**src/rtl/pc_gen_pkg.sv**
```systemverilog
// Shared types and constants for the program-counter generator.
package pc_gen_pkg;

  typedef enum logic [1:0] {
    BOOT = 2'd0,
    RUN  = 2'd1,
    HALT = 2'd2
  } pc_state_e;

  localparam logic [31:0] RESET_VEC_DEFAULT = 32'h8000_0000;

endpackage

```
**src/rtl/pc_gen_btb.sv**
```systemverilog
// Direct-mapped branch target buffer: combinational lookup, write at the clock edge.
module pc_gen_btb #(
  parameter int unsigned XLEN  = 32,
  parameter int unsigned DEPTH = 4
) (
  input  logic            clk,
  input  logic            rst,
  input  logic [XLEN-1:0] lookup_pc,
  output logic            hit_c,
  output logic [XLEN-1:0] tgt_c,
  input  logic            upd_en,
  input  logic [XLEN-1:0] upd_pc,
  input  logic [XLEN-1:0] upd_tgt
);

  localparam int unsigned IDX_W = $clog2(DEPTH);
  localparam int unsigned TAG_W = XLEN - 2 - IDX_W;

  logic [DEPTH-1:0] valid_q;
  logic [TAG_W-1:0] tag_q [DEPTH];
  logic [XLEN-1:0]  tgt_q [DEPTH];
  logic [IDX_W-1:0] rd_idx;
  logic [IDX_W-1:0] wr_idx;
  logic             unused_lo;

  assign rd_idx    = lookup_pc[2 +: IDX_W];
  assign wr_idx    = upd_pc[2 +: IDX_W];
  assign unused_lo = ^{lookup_pc[1:0], upd_pc[1:0]};

  assign hit_c = valid_q[rd_idx] && (tag_q[rd_idx] == lookup_pc[XLEN-1 -: TAG_W]);
  assign tgt_c = tgt_q[rd_idx];

  always_ff @(posedge clk) begin
    if (rst) begin
      valid_q <= '0;
    end else if (upd_en) begin
      valid_q[wr_idx] <= 1'b1;
    end
  end

  // Payload needs no reset: it is qualified by valid_q.
  always_ff @(posedge clk) begin
    if (upd_en) begin
      tag_q[wr_idx] <= upd_pc[XLEN-1 -: TAG_W];
      tgt_q[wr_idx] <= upd_tgt;
    end
  end

endmodule

```
**src/rtl/pc_gen.sv**
```systemverilog
// Fetch program-counter generator with trap/redirect/halt control.
// Optional branch target buffer enabled by defining PC_GEN_BTB_EN.
module pc_gen
  import pc_gen_pkg::*;
#(
  parameter int unsigned     XLEN      = 32,
  parameter logic [XLEN-1:0] RESET_VEC = XLEN'(RESET_VEC_DEFAULT),
  parameter int unsigned     BTB_DEPTH = 4
) (
  input  logic            clk,
  input  logic            rst,
  input  logic            trap_en,
  input  logic [XLEN-1:0] trap_pc,
  input  logic            redirect_en,
  input  logic [XLEN-1:0] redirect_pc,
  input  logic            halt_req,
  input  logic            fetch_ready,
  output logic            fetch_valid,
  output logic [XLEN-1:0] fetch_pc,
  output logic            pred_taken,
  input  logic            btb_upd_en,
  input  logic [XLEN-1:0] btb_upd_pc,
  input  logic [XLEN-1:0] btb_upd_tgt
);

  localparam logic [XLEN-1:0] ALIGN_MASK = ~XLEN'(3);

  pc_state_e       state;
  logic            handshake;
  logic [XLEN-1:0] btb_tgt;
  logic [XLEN-1:0] pc_nxt;

  assign handshake = fetch_valid & fetch_ready;

`ifdef PC_GEN_BTB_EN
  pc_gen_btb #(
    .XLEN  (XLEN),
    .DEPTH (BTB_DEPTH)
  ) u_btb (
    .clk       (clk),
    .rst       (rst),
    .lookup_pc (fetch_pc),
    .hit_c     (pred_taken),
    .tgt_c     (btb_tgt),
    .upd_en    (btb_upd_en),
    .upd_pc    (btb_upd_pc),
    .upd_tgt   (btb_upd_tgt)
  );
`else
  localparam int unsigned UNUSED_BTB_DEPTH = BTB_DEPTH;
  logic unused_btb;
  assign unused_btb = ^{btb_upd_en, btb_upd_pc, btb_upd_tgt};
  assign pred_taken = 1'b0;
  assign btb_tgt    = '0;
`endif

  // Next-PC priority: trap, redirect, predicted target, sequential, hold.
  always_comb begin
    pc_nxt = fetch_pc;
    if (trap_en) begin
      pc_nxt = trap_pc & ALIGN_MASK;
    end else if (redirect_en) begin
      pc_nxt = redirect_pc & ALIGN_MASK;
    end else if (handshake && pred_taken) begin
      pc_nxt = btb_tgt & ALIGN_MASK;
    end else if (handshake) begin
      pc_nxt = fetch_pc + XLEN'(4);
    end
  end

  always_ff @(posedge clk) begin
    if (rst) begin
      state       <= BOOT;
      fetch_pc    <= RESET_VEC;
      fetch_valid <= 1'b0;
    end else begin
      fetch_pc <= pc_nxt;
      case (state)
        BOOT: begin
          state       <= RUN;
          fetch_valid <= 1'b1;
        end
        RUN: begin
          // A same-cycle trap or redirect cancels the halt request.
          if (halt_req && !trap_en && !redirect_en) begin
            state       <= HALT;
            fetch_valid <= 1'b0;
          end
        end
        HALT: begin
          if (trap_en || redirect_en) begin
            state       <= RUN;
            fetch_valid <= 1'b1;
          end
        end
        default: begin
          state       <= BOOT;
          fetch_valid <= 1'b0;
        end
      endcase
    end
  end

endmodule

```
**config.mk**
```make
export PLATFORM = sky130hd
export DESIGN_NAME = pc_gen
export DESIGN_NICKNAME = d
export VERILOG_FILES = /design/src/rtl/pc_gen_pkg.sv /design/src/rtl/pc_gen_btb.sv /design/src/rtl/pc_gen.sv
export SDC_FILE = /design/constraint.sdc
export NUM_CORES = 1
export LEC_CHECK = 0
export ABC_AREA = 1
export BUFFER_PORTS_ARGS = -buffer_cell sky130_fd_sc_hd__buf_2
export CAP_MARGIN = 20
export CORE_MARGIN = 3
export CORE_UTILIZATION = 40
export CTS_BUF_LIST = sky130_fd_sc_hd__clkbuf_4
export DETAILED_ROUTE_END_ITERATION = 8
export GPL_TIMING_DRIVEN = 0
export PLACE_DENSITY = 0.78
export SYNTH_ARGS = -nofsm -noshare
export SYNTH_HDL_FRONTEND = slang
export SYNTH_SLANG_ARGS = --single-unit
```
**constraint.sdc**
```tcl
create_clock -name clk -period 1.8 [get_ports clk]
set_clock_uncertainty 0.05 [all_clocks]
set_input_delay 0.36 -clock clk [delete_from_list [all_inputs] [get_ports clk]]
set_output_delay 0.36 -clock clk [all_outputs]
set_load 0.01 [all_outputs]
```
==> results list <==
- Status: finished, final reports clean
- Root Buffer Master: sky130_fd_sc_hd__clkbuf_4
- The most used flip-flop cell after synthesis is sky130_fd_sc_hd__dfxtp_1.
* Worst endpoint data arrival time: 1890 ps
- The worst register-to-register path begins at fetch_pc[2].
- Maximum single-stage delay on the critical path: 400 ps
* Class of the most critical hold timing path: primary input to flop
- Power share of the sequential group: 44.8%
- Summing all placed instances gives a cell area of 3090 µm².
- Number of inserted filler cells in the final layout: 656
* Routed via count divided by cell count: 5.28
- The internal power of the cells totals 1.27 mW.
* Switching power share of the total: 34.2%
- Setup violations remaining at the end of the flow were counted as 0.
- After synthesis, the share of flip-flops with an asynchronous set or reset is 0%.
- Derived from the worst setup path, the maximum achievable clock frequency is 0.601 GHz.
- For flop-to-flop paths, the worst setup slack is 140 ps.
- The floorplan step defined a die boundary enclosing 7290 µm².
- Total power for the finished layout comes to 1.94 mW.
- The first TritonRoute pass finished after 5 iterations.
* Power per cell area: 603 nW/µm²
- In the final layout, the share of cells above drive strength 1 is 28.1%.
* Number of I/O pins: 169
- Measured against its own limit, the worst slew margin works out to 59.1%.
- Post-synthesis instance area: 2520 µm²
- Pin count of the biggest net entering global routing: 11
- In this run the most critical hold path is launched from trap_pc[3].
- The initial antenna violation count is 0.
- Depth of the most critical reg-to-reg path: 10
- Number of max-cap violations: 0
- Core utilization of the finished layout: 53.2%
- The signal on the critical path passes through ha_2, nand2_1, nor2_4, nand2_2, nor2_4, or2_1, nand3_1, nand2_1, nand2_1, a21oi_1.
- In this run the power spent charging and discharging nets is 662 µW.
- Total core area: 6030 µm²
- During placement, the flow inserted port buffers numbering 94.
- Together, buffers and inverters on the worst path number 0.
- Required time of the worst setup path: 2030 ps
- The die is 85.4 µm tall.
* Final routed wirelength across all metal layers: 8960 µm
- For hold timing, the worst endpoint is fetch_pc[3].
- Crit path max-delay cell type: sky130_fd_sc_hd__dfxtp_2
- Final Wtd Congestion: 0.950
- Pin slew with the least headroom to its limit: 613 ps
- The initialized floorplan defines 28 standard-cell rows.
* Clock power frac: 29.1%
* Net count reported at finish: 673
- CP startpoint kind: flop
* Post-layout minimum cycle time: 1660 ps
* Number of failing hold endpoints at the final stage: 0
- The worst setup path is captured at a flop.
- In the final timing run, aggregate negative setup slack is 0 ps.
- After clock tree synthesis, the clock-pin slew on the worst setup and hold paths is 120 ps.
- Most frequent cells in the layout: sky130_fd_sc_hd__nand2_1 (107), sky130_fd_sc_hd__buf_2 (100), sky130_fd_sc_hd__nor2_1 (80), sky130_fd_sc_hd__a21oi_1 (53), sky130_fd_sc_hd__o21ai_0 (34)
* H-tree depth: 2
- Counting the buffers created by CTS gives 5.
- Number of synthesis warnings: 0
- Via count of the first global-routing pass: 3071
- Flop and latch count out of synthesis: 32
* Count of cells along the worst hold path: 3
- Largest delay share family, worst path: simple AND/OR/NAND/NOR gates
* Number of antenna-violating nets in the routed design: 0
- Leaving out fill and tap cells, the most frequent cell in the layout is sky130_fd_sc_hd__nand2_1.
- Hold repair after CTS inserted 0 buffers.
- Post-synthesis cell count: 434
* Top cell by count, worst path: sky130_fd_sc_hd__nand2_1
* Combinational fraction of design power: 26.1%
- Placed wire-length estimate: 7030 µm
- After the first detailed-routing iteration, the DRC count stood at 175.
- VDD sags by at most 322 µV.
- The critical path is of the flop to flop type.
- The count of final max-slew check failures was 0.
- Of the synthesized area, sequential elements account for 25.4%.
- Setup repair after global routing left no endpoint under its margin.
* Total track usage: 25.1%
* Clock latency at the later pin of the worst-skew pair: 340 ps
* WL per Instance: 14.6 µm
* Clock tree from TritonCTS: built
- First-pass GRT wire length: 14600 µm
* Number of vias after detailed routing: 3239
- In this run, placement finished with an instance count of 605.
- Of all nets on the critical path, the largest fanout is 6.
- Worst reg2reg endpoint: fetch_pc[12]
- The worst path uses 92.4% of the clock period.
- Clock buffer depth: 2
- Summed over all cells, the static leakage comes to 1.36 nW.
* Remaining global-route overflow: 0
- The finished layout holds 613 standard cells, fillers aside.
* Clock sink count: 32
- Counting distinct cell types in the post-synthesis netlist gives 35.
- After synthesis, the mean cell area works out to 5.81 µm².
* Diodes inserted: 0
- Layout area overhead: 27.2%
- The finished cells cover 3210 µm².
* Number of flops mapped to enable cells by yosys: 0
- DR DRC count: 0
- Horiz. Die Dim: 85.4 µm
- The initial utilization of the core area, before any placement, comes to 41.9%.
==> Yosys cell counts (all sizes together), types with 6 or more instances <==
cell	count	area, µm²
clkbuf	15	56.3
o21ai	41	205
inv	16	60.1
a21oi	57	300
xor2	6	52.6
or2	7	43.8
nand3	21	110
buf	9	52.6
nor2	94	395
dfxtp	32	641
nand2	111	427
==> worst max-delay path by stage <==
stage	cells after the start	to	slack [ps]	startpoint
after floorplan	10	fetch_pc[12]	230	fetch_pc[2]
after global placement	9	fetch_pc[16]	-30	fetch_pc[2]
after detailed placement	5	fetch_pc[29]	-60	trap_en
after CTS	9	fetch_pc[16]	10	fetch_pc[3]
after global routing	11	fetch_pc[31]	2	fetch_pc[5]
final	10	fetch_pc[12]	140	fetch_pc[2]
==> metal layers <==
metal	up-vias	track usage, %	part of all wire, %
met1	1460	34.2	45
met5	-	0	0
met2	142	40.6	46
met3	13	4.56	7.5
met4	0	6.91	1.5
li1	1624	-	-
==> metrics by stage <==
| stage | hold slack, ps | setup slack [ps] |
|---|---|---|
| after global routing | 207 | 1.58 |
| after floorplan | 474 | 229 |
| after detailed placement | 438 | -57.0 |
| after CTS | 216 | 14.2 |
| after global placement | 429 | -34.4 |
| final | 227 | 137 |
==> registers in the layout (all words and copies together) (netlist names) <==
register  count
fetch_pc     30
state         2
==> power groups by stage <==
stage	clock network, mW	logic (mW)	registers (mW)
floorplan	0	0.274	0.883
global placement	0	0.488	0.873
detailed placement	0	0.498	0.876
CTS	0.563	0.501	0.860
global route	0.606	0.569	0.880
finish	0.563	0.505	0.867
==> kinds of logic (layout without fill, tap and decap cells) <==
kind of cell,after synthesis,count (layout),share of synthesized area [%]
AO/OA/AOI/OAI,108,108,23.1
XOR/XNOR,9,9,3.13
flip-flops,32,32,25.4
buffers and inverters,41,143,6.85
AND/OR/NAND/NOR,242,242,40.9
adder cells (fa/ha/maj),1,1,0.496
other,1,3,0.149
==> worst min-delay path, stage by stage <==
cell	delay, ps
sky130_fd_sc_hd__buf_2	70
sky130_fd_sc_hd__a21oi_1	50
sky130_fd_sc_hd__a21oi_1	100
==> area by class of cell <==
type | instances | area (µm²) | share of cell area, %
multi-input cells | 363 | 1740 | 54.3
clock buffers | 5 | 37.5 | 1.17
clock inverters | 3 | 37.5 | 1.17
repair buffers | 94 | 470 | 14.7
well taps | 75 | 93.8 | 2.93
plain buffers | 24 | 109 | 3.39
inverters | 17 | 63.8 | 1.99
flip-flops and latches | 32 | 654 | 20.4
==> timing repair <==
item,CTS,global route
setup buffers,0,0
setup endpoints to repair,3,17
endpoints found under the hold margin,0,0
gates resized for setup,2,15
Note: power is estimated with default switching activity, not from simulation.
